$ cat src/rtl/gpio_pkg.sv
// gpio_pkg: shared definitions for the GPIO controller.
// Holds the word addresses of the four controller registers. Addresses are
// compared against the full bus address, so aliases never decode.
package gpio_pkg;

  localparam int GPIO_REG_OUT = 0;  // rw: output pin register
  localparam int GPIO_REG_IN  = 1;  // ro: filtered input value
  localparam int GPIO_REG_EVT = 2;  // rw1c: sticky rising-edge flags
  localparam int GPIO_REG_IEN = 3;  // rw: per-input interrupt enable

endpackage

$ cat src/rtl/gpio_debounce.sv
// gpio_debounce: single-bit input filter for one synchronised GPIO input.
// Optional feature macro: GPIO_DEBOUNCE_EN.
//   defined     - the filtered output only follows the input after the input
//                 has differed from it for DEBOUNCE_CYCLES consecutive cycles.
//   not defined - the filter is a plain wire (out = in); clk, sync_rst and
//                 DEBOUNCE_CYCLES have no effect.
// Ports:
//   clk       in  system clock, rising edge
//   sync_rst  in  asynchronous active-low reset
//   in        in  synchronised input bit (already through the 2-flop sync)
//   out       out filtered input bit
module gpio_debounce #(
  parameter int DEBOUNCE_CYCLES = 16
) (
  input  logic clk,
  input  logic sync_rst,
  input  logic in,
  output logic out
);

`ifdef GPIO_DEBOUNCE_EN
  localparam int CNT_W = $clog2(DEBOUNCE_CYCLES + 1);

  logic [CNT_W-1:0] count_reg;
  logic [CNT_W-1:0] count_inc;
  logic             filt_reg;

  assign count_inc = count_reg + CNT_W'(1);

  // The counter measures how long the input has disagreed with the filtered
  // value. Any agreement restarts the measurement, so short glitches never
  // reach the threshold. The threshold compare happens on the incremented
  // value so the counter never has to hold a value beyond DEBOUNCE_CYCLES.
  always_ff @(posedge clk or negedge sync_rst) begin
    if (!sync_rst) begin
      count_reg <= '0;
      filt_reg  <= 1'b0;
    end else if (in == filt_reg) begin
      count_reg <= '0;
    end else if (count_inc == CNT_W'(DEBOUNCE_CYCLES)) begin
      filt_reg  <= in;
      count_reg <= '0;
    end else begin
      count_reg <= count_inc;
    end
  end

  assign out = filt_reg;
`else
  // Filter disabled: the synchronised value is used as-is.
  logic unused_cfg;
  assign unused_cfg = clk ^ sync_rst ^ (DEBOUNCE_CYCLES > 0);
  assign out = in;
`endif

endmodule

$ cat src/rtl/gpio_ctrl.sv
// gpio_ctrl: memory-mapped GPIO controller on the 16-bit IO bus.
// Drives N_OUT output pins from a writable register, synchronises (and, with
// the GPIO_DEBOUNCE_EN macro defined, debounces) N_IN input pins, latches
// rising edges into a sticky write-1-to-clear register, and raises a maskable
// registered interrupt while any enabled event is pending.
// Register map (word addresses, LSB aligned, unused bits read 0):
//   0 OUT rw, 1 IN ro, 2 EVT rw1c, 3 IEN rw; other addresses read 0.
// Ports:
//   clk       in  system clock, rising edge
//   sync_rst  in  asynchronous active-low reset
//   addr      in  register address
//   data      in  write data
//   write     in  write strobe
//   read      in  read strobe
//   data_out  out registered read data (1-cycle latency, holds when idle)
//   gpio_out  out output pins
//   gpio_in   in  asynchronous input pins
//   irq       out registered level interrupt
module gpio_ctrl
  import gpio_pkg::*;
#(
  parameter int DATA_W          = 16,
  parameter int ADDR_W          = 16,
  parameter int N_OUT           = 8,
  parameter int N_IN            = 5,
  parameter int DEBOUNCE_CYCLES = 16
) (
  input  logic              clk,
  input  logic              sync_rst,
  input  logic [ADDR_W-1:0] addr,
  input  logic [DATA_W-1:0] data,
  input  logic              write,
  input  logic              read,
  output logic [DATA_W-1:0] data_out,
  output logic [N_OUT-1:0]  gpio_out,
  input  logic [N_IN-1:0]   gpio_in,
  output logic              irq
);

  logic [N_OUT-1:0]  out_reg;
  logic [N_IN-1:0]   evt_reg;
  logic [N_IN-1:0]   ien_reg;
  logic [DATA_W-1:0] data_out_reg;
  logic              irq_reg;
  logic [N_IN-1:0]   s1_reg;
  logic [N_IN-1:0]   s2_reg;
  logic [N_IN-1:0]   fp_reg;
  logic [N_IN-1:0]   filt;

  logic              sel_out;
  logic              sel_in;
  logic              sel_evt;
  logic              sel_ien;
  logic [DATA_W-1:0] read_value;
  logic [N_IN-1:0]   evt_clear;
  logic [N_IN-1:0]   rise;
  logic [N_IN-1:0]   evt_next;

  // Only the low bits of a write reach a register; the upper data bits are
  // deliberately ignored.
  logic unused_data;
  assign unused_data = ^data;

  // Full-width address compare: addresses above 3 never alias a register.
  assign sel_out = (addr == ADDR_W'(GPIO_REG_OUT));
  assign sel_in  = (addr == ADDR_W'(GPIO_REG_IN));
  assign sel_evt = (addr == ADDR_W'(GPIO_REG_EVT));
  assign sel_ien = (addr == ADDR_W'(GPIO_REG_IEN));

  // One filter per input bit, fed from the second synchroniser stage.
  for (genvar gi = 0; gi < N_IN; gi++) begin : g_filter
    gpio_debounce #(
      .DEBOUNCE_CYCLES(DEBOUNCE_CYCLES)
    ) u_debounce (
      .clk     (clk),
      .sync_rst(sync_rst),
      .in      (s2_reg[gi]),
      .out     (filt[gi])
    );
  end

  // Read mux works on current register contents, so a read in the same cycle
  // as a write returns the pre-write value.
  always_comb begin
    read_value = '0;
    if (sel_out) begin
      read_value[N_OUT-1:0] = out_reg;
    end else if (sel_in) begin
      read_value[N_IN-1:0] = filt;
    end else if (sel_evt) begin
      read_value[N_IN-1:0] = evt_reg;
    end else if (sel_ien) begin
      read_value[N_IN-1:0] = ien_reg;
    end
  end

  // A new rising edge is ORed in after the clear, so set wins over clear.
  assign rise      = filt & ~fp_reg;
  assign evt_clear = (write && sel_evt) ? data[N_IN-1:0] : '0;
  assign evt_next  = (evt_reg & ~evt_clear) | rise;

  always_ff @(posedge clk or negedge sync_rst) begin
    if (!sync_rst) begin
      out_reg      <= '0;
      evt_reg      <= '0;
      ien_reg      <= '0;
      data_out_reg <= '0;
      irq_reg      <= 1'b0;
      s1_reg       <= '0;
      s2_reg       <= '0;
      fp_reg       <= '0;
    end else begin
      s1_reg  <= gpio_in;
      s2_reg  <= s1_reg;
      fp_reg  <= filt;
      evt_reg <= evt_next;
      // Interrupt is computed from registered state only, one cycle behind EVT.
      irq_reg <= |(evt_reg & ien_reg);
      if (write && sel_out) begin
        out_reg <= data[N_OUT-1:0];
      end
      if (write && sel_ien) begin
        ien_reg <= data[N_IN-1:0];
      end
      if (read) begin
        data_out_reg <= read_value;
      end
    end
  end

  assign data_out = data_out_reg;
  assign gpio_out = out_reg;
  assign irq      = irq_reg;

endmodule
$ cat config.mk
export PLATFORM = sky130hd
export DESIGN_NAME = gpio_ctrl
export DESIGN_NICKNAME = d
export VERILOG_FILES = /design/src/rtl/gpio_pkg.sv /design/src/rtl/gpio_debounce.sv /design/src/rtl/gpio_ctrl.sv
export SDC_FILE = /design/constraint.sdc
export NUM_CORES = 1
export LEC_CHECK = 0
export CAP_MARGIN = 10
export CORE_MARGIN = 2
export CORE_UTILIZATION = 35
export CTS_CLUSTER_SIZE = 8
export DETAILED_ROUTE_END_ITERATION = 10
export PLACE_DENSITY = 0.61
export SYNTH_ARGS = -nofsm -noshare
export SYNTH_HDL_FRONTEND = slang
export SYNTH_HIERARCHICAL = 1
export SYNTH_SLANG_ARGS = --single-unit
$ cat constraint.sdc
create_clock -name clk -period 2.4 [get_ports clk]
set_clock_uncertainty 0.15 [all_clocks]
set_input_delay 0.72 -clock clk [delete_from_list [all_inputs] [get_ports clk]]
set_output_delay 0.72 -clock clk [all_outputs]
set_load 0.05 [all_outputs]
==> results of run 1 <==
==> routing by layer <==
layer,up-vias,wire length (um),share of wire
met5,-,0,0
met2,58,2150,0.52
li1,599,-,-
met3,12,251,0.061
met4,0,108,0.026
met1,652,1610,0.39
==> cells by family after synthesis <==
kind of cell	after synthesis	synth area share
and+or+nand+nor	33	0.124
muxes	18	0.109
AOI/OAI and AO/OA	20	0.0868
other	1	0.00208
DFF	42	0.583
buffers and inverters	30	0.0944
==> worst max-delay path, delay by kind of cell <==
family                 cells  cell delay [ns]
AO/OA/AOI/OAI              1             0.28
AND/OR/NAND/NOR            3             1.41
buffers and inverters      1             0.09
==> stage by stage <==
stage / setup slack, ns / hold WS, ns / instance area, um^2 / cells / util
6_report: -0.0536 / 0.200 / 2600 / 275 / 0.516
5_1_grt: -0.0926 / 0.208 / 2600 / 275 / 0.516
4_1_cts: -0.0918 / 0.202 / 2580 / 274 / 0.512
3_5_place_dp: -0.650 / 0.185 / 2380 / 263 / 0.472
3_3_place_gp: -0.627 / 0.184 / 2380 / 263 / 0.472
2_1_floorplan: -0.170 / 0.181 / 1850 / 151 / -
==> power breakdown <==
group          total [mW]  leakage (nW)  internal, mW  switching (mW)
sequential          0.725         0.526         0.720         0.00513
clock               0.461        0.0482         0.232           0.229
combinational       0.137         0.660        0.0596          0.0772
total                1.32          1.23          1.01           0.311
==> final timing paths <==
check,from,end,slack (ns),depth (start not counted)
max in group asynchronous,sync_rst,fp_reg[2],1.66,2
setup reg to reg,ien_reg[0],data_out[0],1.22,4
hold / removal,s1_reg[0],s2_reg[0],0.20,0
min in group asynchronous,sync_rst,gpio_out[3],0.24,2
setup / recovery,addr[2],data_out[3],-0.05,5
hold reg to reg,s1_reg[0],s2_reg[0],0.20,0
==> timing repair <==
item,4_1_cts,5_1_grt
gates cloned,0,0
setup endpoints to repair,24,24
buffers inserted,3,1
endpoints found under the hold margin,0,0
resized for setup,50,14
pin swaps,13,9
hold buffers,0,0
==> final cells by class <==
class                   count  share of cell area
well taps                  70              0.0337
repair buffers             65               0.234
inverters                  11              0.0159
clock buffers               7              0.0332
clock inverters             1             0.00192
flip-flops and latches     42               0.404
multi-input cells          79               0.278
==> cells in the mapped netlist (2+ instances only) <==
library cell,instances
mux2i_1,5
o2bb2ai_1,3
mux2_1,8
nor2_1,5
nand2_1,10
dfrtp_1,42
inv_1,11
o21ai_0,5
or4_4,4
o32ai_1,5
clkbuf_1,3
nor4_4,2
a22o_1,5
or4_1,2
mux2_2,5
buf_4,15
nand3_1,5
==> metrics.csv, run 1 <==
stage,metric,value,unit
sta,hold_viol,0,
floorplan,start_util,0.357,
critical_path,slowest_stage,or4_4,
sta,setup_viol_count_final,13,
synth,synthTopCellsByArea,"dfrtp_1 (58%), buf_4 (6.3%), mux2_1 (5.0%)",
critical_path,crit_type,in -> reg,
floorplan,die-area,5740,um^2
critical_path,crit_top_cell,or4_4,
finish,final_cell_mix,"dfrtp_1 (42), clkdlybuf4s50_1 (24), buf_4 (17), mux2_4 (13), inv_1 (11)",
grt,grt_pass1_wl,6840,um
finish,area_growth,44.4,%
drt,post_drt_wl_per_cell,15.0,um
synth,avgSynthCellArea,12.5,um^2
sta,relSlewSlack,0.665,
place,gp_congestion,0.766,
sta,setup_slack,-0.0536,ns
grt,first_global_vias,1413,
finish,regArea,1050,um^2
finish,drive_above_1_share,0.337,
grt,grt_use_met1,0.182,
pwr,power.leakage,1.23,nW
cts,htree_levels,2,
critical_path,cp_max_fo,5,
sta,maxSlewViolCount,0,
pwr,finalPower,1.32,mW
drt,viasPerCell,4.80,
sta,worstMarginPinSlew,0.501,ns
cts,cts_buffers,5,
finish,layout_commonest_cell,dfrtp_1,
cts,clk_pin_slew,0.07,ns
drt,drc,0,
critical_path,crit_arrival,2.50,ns
floorplan,core_area,5040,um^2
grt,grt_overflow,0,
cts,clkLatencyLatePin,0.29,ns
synth,synthFlopType,dfrtp_1,
floorplan,num_rows,26,
grt,top_usage_layer,met2,
finish,fillerInstances,442,
grt,grt_use_met2,0.292,
synth,synth_edf_count,0,
synth,syn_inst,144,
critical_path,crit_required,2.45,ns
critical_path,end_kind,register,
place,io_buffer_count,49,
drt,detail-route-antenna-nets,0,
synth,yosysUniqueCellTypes,26,
drt,routed_wl,4120,um
finish,final_nets,245,
synth,async_reset_ff_frac,1.00,
grt,track_usage,0.162,
drt,drtIter0Drc,39,
finish,multi_input_area,722,um^2
floorplan,io_pins,66,
sta,finalCriticalPeriod,2.45,ns
sta,rsz0062_at_grt,yes,
drt,dr.pass1.iters,5,
finish,n_antenna_cell,0,
cts,cts.sinks,42,
cts,cts_tree,yes,
run,maxCapViolCount,0,
synth,synth.top_cell.area_share,0.583,
synth,ys_ff_latch,42,
synth,ys_warn_count,6,
floorplan,dieHeight,75.8,um
grt,grt_max_degree,43,
cts,root_buffer,clkbuf_8,
drt,vias,1321,
floorplan,die_w,75.8,um
grt,grtUsageMet3,0.0463,
sta,tns,-0.266,ns
critical_path,worstSetupStartpointType,primary input,
status,status,"finished, violations left",
critical_path,path_cells,buf_6 > or4_4 > or3_4 > or4_4 > o32ai_2,
synth,synth_top_cell_by_area,dfrtp_1,
sta,fin_crit_sh,1.02,
pwr,vdd_drop_max,0.000292,V
critical_path,critPathMaxStageDelay,0.52,ns
status,violations,setup timing,
place,hpwlAfterDp,2870,um
grt,antenna_found_initial,0,
sta,max_freq,0.408,GHz
hold_path,hp-class,reg -> reg,
cts,clockBufferDepth,2,
pwr,powerDensity,509,nW/um^2
synth,syn-cell-area,1800,um^2
synth,seq_area_frac_synth,0.583,
No activity file was read; power rests on OpenSTA's default activity.
==> run 2, diff against run 1 <==
- CORE_ASPECT_RATIO: unset -> 0.5
==> run 2 against run 1 <==
The run still ends with setup timing left. Sequential share of layout area grew 0.078 points. Non-clock buffer count fell by 2. Core utilization increased by 1.1 points. Maximum frequency is 1.4% higher. Final cell count down 0.73%. Die area increased by 0.60%. Global-route usage down 2.5 points. Setup slack improved by 0.034 ns. Critical path depth unchanged. Largest power group unchanged. Highest routed layer is now met3.
==> metrics.csv, run 2 (synthesized netlist as in run 1, its figures left out) <==
stage,metric,value,unit
status,status,"finished, violations left",
status,violations,setup timing,
critical_path,worstSetupStartpointType,primary input,
hold_path,hp-class,reg -> reg,
drt,drtIter0Drc,37,
sta,fin_crit_sh,1.01,
critical_path,crit_type,in -> reg,
floorplan,start_util,0.365,
finish,final_cell_mix,"dfrtp_1 (42), clkdlybuf4s50_1 (28), buf_4 (16), mux2_4 (13), inv_1 (11)",
cts,htree_levels,2,
drt,dr.pass1.iters,4,
finish,layout_commonest_cell,dfrtp_1,
sta,worstMarginPinSlew,0.511,ns
critical_path,crit_arrival,2.47,ns
sta,tns,-0.0741,ns
grt,grt_max_degree,43,
sta,max_freq,0.413,GHz
cts,cts.sinks,42,
drt,viasPerCell,4.46,
place,io_buffer_count,49,
critical_path,reg2reg_depth,2,
pwr,switching_share,0.250,
grt,first_global_vias,1211,
finish,final_nets,243,
pwr,finalPower,1.32,mW
drt,routed_wl,3740,um
critical_path,timing.critical_path.buf_inv,1,
sta,hold_viol,0,
place,hpwlAfterDp,2730,um
sta,setup_slack,-0.0198,ns
critical_path,critical-path-top-delay-family,simple AND/OR/NAND/NOR gates,
finish,multi_input_area,729,um^2
floorplan,die-area,5770,um^2
critical_path,end_kind,register,
pwr,clock_power_share,0.347,
finish,n_antenna_cell,0,
cts,root_buffer,clkbuf_8,
place,place_ws,-0.690,ns
floorplan,core_area,4930,um^2
cts,hold_buffers,0,
finish,fillerInstances,435,
sta,finalCriticalPeriod,2.42,ns
hold_path,min-delay-start,s1_reg[4],
finish,drive_above_1_share,0.320,
pwr,pwr-share-seq,0.550,
hold_path,hold_depth,0,
critical_path,crit_top_cell,or4_4,
drt,post_drt_wl_per_cell,13.7,um
pwr,powerDensity,508,nW/um^2
finish,area_growth,44.1,%
sta,rsz0062_at_grt,yes,
critical_path,slowest_stage,or4_4,
sta,relSlewSlack,0.656,
cts,cts_buffers,5,
grt,grt_pass1_wl,5980,um
critical_path,regToRegEndpoint,data_out[1],
floorplan,die_w,105,um
critical_path,cp_max_fo,5,
grt,grt_overflow,0,
critical_path,r2r_slack,1.14,ns
finish,regArea,1050,um^2
sta,maxSlewViolCount,0,
floorplan,num_rows,18,
drt,vias,1218,
cts,clockBufferDepth,2,
place,gp_congestion,0.789,
drt,detail-route-antenna-nets,0,
sta,setup_viol_count_final,10,
run,maxCapViolCount,0,
pwr,vdd_drop_max,0.000200,V
floorplan,dieHeight,54.7,um
grt,track_usage,0.137,
critical_path,path_cells,buf_6 > or4_4 > or3_4 > or4_4 > o32ai_4,
grt,antenna_found_initial,0,
cts,cts_tree,yes,
pwr,power.leakage,1.20,nW
hold_path,min_to,s2_reg[4],
pwr,power.switching,330,uW
critical_path,r2r_start,evt_reg[1],
cts,clkLatencyLatePin,0.29,ns
cts,clk_pin_slew,0.08,ns
critical_path,critPathMaxStageDelay,0.53,ns
drt,drc,0,
critical_path,crit_required,2.45,ns
pwr,p_int,988,uW
floorplan,io_pins,66,
pwr,pwr-share-comb,0.102,
[run 2: cell types whose count changed in the layout (fill, tap and decap cells not counted), sizes merged]
cell	previous run	this run
clkbuf	10	6
clkdlybuf4s50	24	28
buf	28	25
dlygate4sd2	5	2
clkdlybuf4s15	3	5
clkinvlp	0	1
inv	11	12
[run 2: through the flow]
stage               utilization  hold WS [ns]  cells  cell area, um^2
floorplan                     -         0.181    151             1850
CTS                       0.514         0.205    273             2540
finish                    0.526         0.203    273             2600
detailed placement        0.481         0.186    263             2370
global route              0.526         0.212    273             2600
global placement          0.481         0.182    263             2370
[run 2: power by group through the flow]
stage / Combinational (mW) / Sequential [mW] / Clock [mW]
finish: 0.135 / 0.725 / 0.458
global route: 0.146 / 0.727 / 0.505
global placement: 0.136 / 0.739 / 0
floorplan: 0.0714 / 0.737 / 0
CTS: 0.134 / 0.725 / 0.472
detailed placement: 0.137 / 0.740 / 0
[run 2: area by class of cell]
| class | count | area share |
|---|---|---|
| clock inverter | 3 | 0.00964 |
| multi-input combinational | 79 | 0.281 |
| inverter | 11 | 0.0159 |
| clock buffer | 5 | 0.0265 |
| sequential | 42 | 0.405 |
| tap | 70 | 0.0337 |
| timing repair buffer | 63 | 0.228 |
[run 2: metal layers]
layer,vias up,GRT usage,share of wire
met4,0,0.0200,0
met3,0,0.0369,0.040
li1,593,-,-
met1,595,0.193,0.51
met5,-,0,0
met2,30,0.218,0.45
[run 2: repair_timing]
item                                    CTS  global route
buffers inserted                          2             0
hold endpoints to repair                  0             0
gates cloned                              0             0
pin swaps                                11             5
resized for setup                        42            18
endpoints found under the setup margin   25            21
[run 2: worst max-delay path by stage]
| stage | startpoint | slack [ns] | depth (start not counted) | endpoint |
|---|---|---|---|---|
| final | addr[3] | -0.02 | 5 | data_out[1] |
| after detailed placement | addr[15] | -0.69 | 5 | data_out[3] |
| after global placement | addr[15] | -0.63 | 5 | data_out[0] |
| after floorplan | addr[15] | -0.17 | 4 | data_out[0] |
| after global routing | addr[3] | -0.05 | 5 | data_out[1] |
| after CTS | addr[2] | -0.11 | 5 | data_out[1] |
[run 2: worst reg2reg max path, stage by stage, from the launching register on]
cell,delay (ns)
dfrtp_1,0.41
o21ai_0,0.45
o32ai_4,0.13
==> run 3, diff against run 2 <==
- REMOVE_ABC_BUFFERS: unset -> 1
==> run 3 against run 2 <==
The flow still finishes with violations (setup timing). Sequential cell count did not move. Critical path depth did not move. Via count rose by 2.4%. Setup slack got worse by 0.016 ns. Core utilization fell by 0.51 points. Global-route usage rose by 0.89 points. Register-to-register slack improved by 0.06 ns. Clock power fell by 7.6%. Critical endpoint unchanged. Highest routed layer is now met4.
==> metrics.csv, run 3 (synthesized netlist as in run 1, its figures left out) <==
stage,metric,value,unit
place,place_inst,265,
finish,n_antenna_cell,0,
pwr,finalPower,1.28,mW
sta,rsz0062_at_grt,yes,
floorplan,io_pins,66,
finish,final_cell_mix,"dfrtp_1 (42), clkdlybuf4s50_1 (24), buf_4 (19), mux2_4 (13), inv_1 (11)",
critical_path,critPathMaxStageDelay,0.52,ns
sta,timing.hold.ws,0.201,ns
finish,fillerInstances,432,
sta,setup_viol_count_final,2,
finish,design_area,2570,um^2
drt,vias,1247,
finish,layout_commonest_cell,dfrtp_1,
drt,routed_wl,3900,um
drt,drc,0,
critical_path,crit_type,in -> reg,
cts,root_buffer,clkbuf_8,
critical_path,slowest_stage,or4_4,
floorplan,start_util,0.365,
sta,relSlewSlack,0.654,
cts,hold_buffers,0,
hold_path,min-delay-start,s1_reg[0],
drt,drtIter0Drc,41,
critical_path,r2r_start,evt_reg[0],
grt,track_usage,0.146,
cts,clkLatencyLatePin,0.29,ns
critical_path,crit_top_cell,or4_4,
place,io_buffer_count,49,
floorplan,core_area,4930,um^2
cts,htree_levels,2,
grt,grt_pass1_wl,6400,um
floorplan,dieHeight,54.7,um
critical_path,worstSetupStartpointType,primary input,
critical_path,critical-path-top-delay-family,simple AND/OR/NAND/NOR gates,
grt,grt_overflow,0,
drt,viasPerCell,4.55,
sta,worstMarginPinSlew,0.519,ns
critical_path,end_kind,register,
finish,area_growth,42.7,%
hold_path,hold_depth,0,
sta,finalCriticalPeriod,2.44,ns
drt,dr.pass1.iters,4,
critical_path,cp_max_fo,5,
finish,final_util,0.521,
place,place_area,2360,um^2
sta,setup_slack,-0.0360,ns
critical_path,regToRegEndpoint,data_out[0],
hold_path,min_to,s2_reg[0],
floorplan,die_w,105,um
critical_path,reg2reg_depth,2,
sta,fin_crit_sh,1.02,
cts,cts_buffers,5,
cts,cts.sinks,42,
run,maxCapViolCount,0,
cts,cts_tree,yes,
finish,multi_input_area,718,um^2
pwr,vdd_drop_max,0.000258,V
status,violations,setup timing,
floorplan,die-area,5770,um^2
status,status,"finished, violations left",
critical_path,timing.critical_path.buf_inv,1,
finish,regArea,1050,um^2
critical_path,path_cells,buf_6 > or4_4 > or3_4 > or4_4 > o32ai_2,
drt,post_drt_wl_per_cell,14.2,um
place,gp_congestion,0.818,
pwr,power.leakage,1.23,nW
finish,final_nets,245,
critical_path,crit_arrival,2.48,ns
sta,hold_viol,0,
grt,antenna_found_initial,0,
drt,detail-route-antenna-nets,0,
cts,clk_pin_slew,0.07,ns
grt,grt_max_degree,43,
cts,clockBufferDepth,2,
critical_path,crit_required,2.44,ns
critical_path,r2r_slack,1.20,ns
place,hpwlAfterDp,2750,um
sta,max_freq,0.411,GHz
floorplan,num_rows,18,
finish,fin_cells,274,
grt,first_global_vias,1323,
pwr,powerDensity,499,nW/um^2
critical_path,worstSetupStartpoint,addr[3],
sta,maxSlewViolCount,0,
hold_path,hp-class,reg -> reg,
finish,drive_above_1_share,0.333,
## run 3: cell count changes in the layout (fill, tap and decap cells not counted), sizes merged
cell           before  now
clkdlybuf4s50      28   24
buf                25   28
clkbuf              6    8
dlymetal6s2s        2    4
clkdlybuf4s15       5    4
clkinv              1    2
clkinvlp            1    0
inv                12   11
## run 3: report_power, final
group | internal (mW) | switching, mW | total (mW)
Sequential | 0.720 | 0.00552 | 0.725
Combinational | 0.0580 | 0.0766 | 0.135
Clock | 0.195 | 0.227 | 0.423
Total | 0.973 | 0.309 | 1.28
## run 3: cell type report
cell class / count / area share
clock buffers: 5 / 0.0268
well taps: 70 / 0.0341
inverters: 11 / 0.0161
multi-input cells: 79 / 0.279
repair buffers: 65 / 0.231
flip-flops and latches: 42 / 0.409
clock inverters: 2 / 0.00389
## run 3: worst max-delay path by stage
stage,endpoint,slack (ns),cells past startpoint
final,data_out[1],-0.04,5
after global routing,data_out[1],-0.05,5
after CTS,data_out[1],-0.11,5
after detailed placement,data_out[0],-0.64,5
after global placement,gpio_out[6],-0.61,7
after floorplan,gpio_out[0],-0.26,4
## run 3: repair_timing
action / in CTS / in global routing
pin swaps: 12 / 10
buffers inserted: 1 / 1
endpoints found under the hold margin: 0 / 0
resized for setup: 42 / 22
setup endpoints to repair: 26 / 19
## run 3: stage by stage
step,setup TNS (ns),setup slack [ns]
2_1_floorplan,-3.74,-0.255
3_3_place_gp,-13.67,-0.607
4_1_cts,-0.796,-0.106
5_1_grt,-0.179,-0.0508
6_report,-0.0462,-0.0360
3_5_place_dp,-13.80,-0.639
## run 3: metal layers
layer | share of wire | GRT usage
met5 | 0 | 0
met4 | 0.0010 | 0.0378
met3 | 0.045 | 0.0381
met2 | 0.47 | 0.251
met1 | 0.48 | 0.188
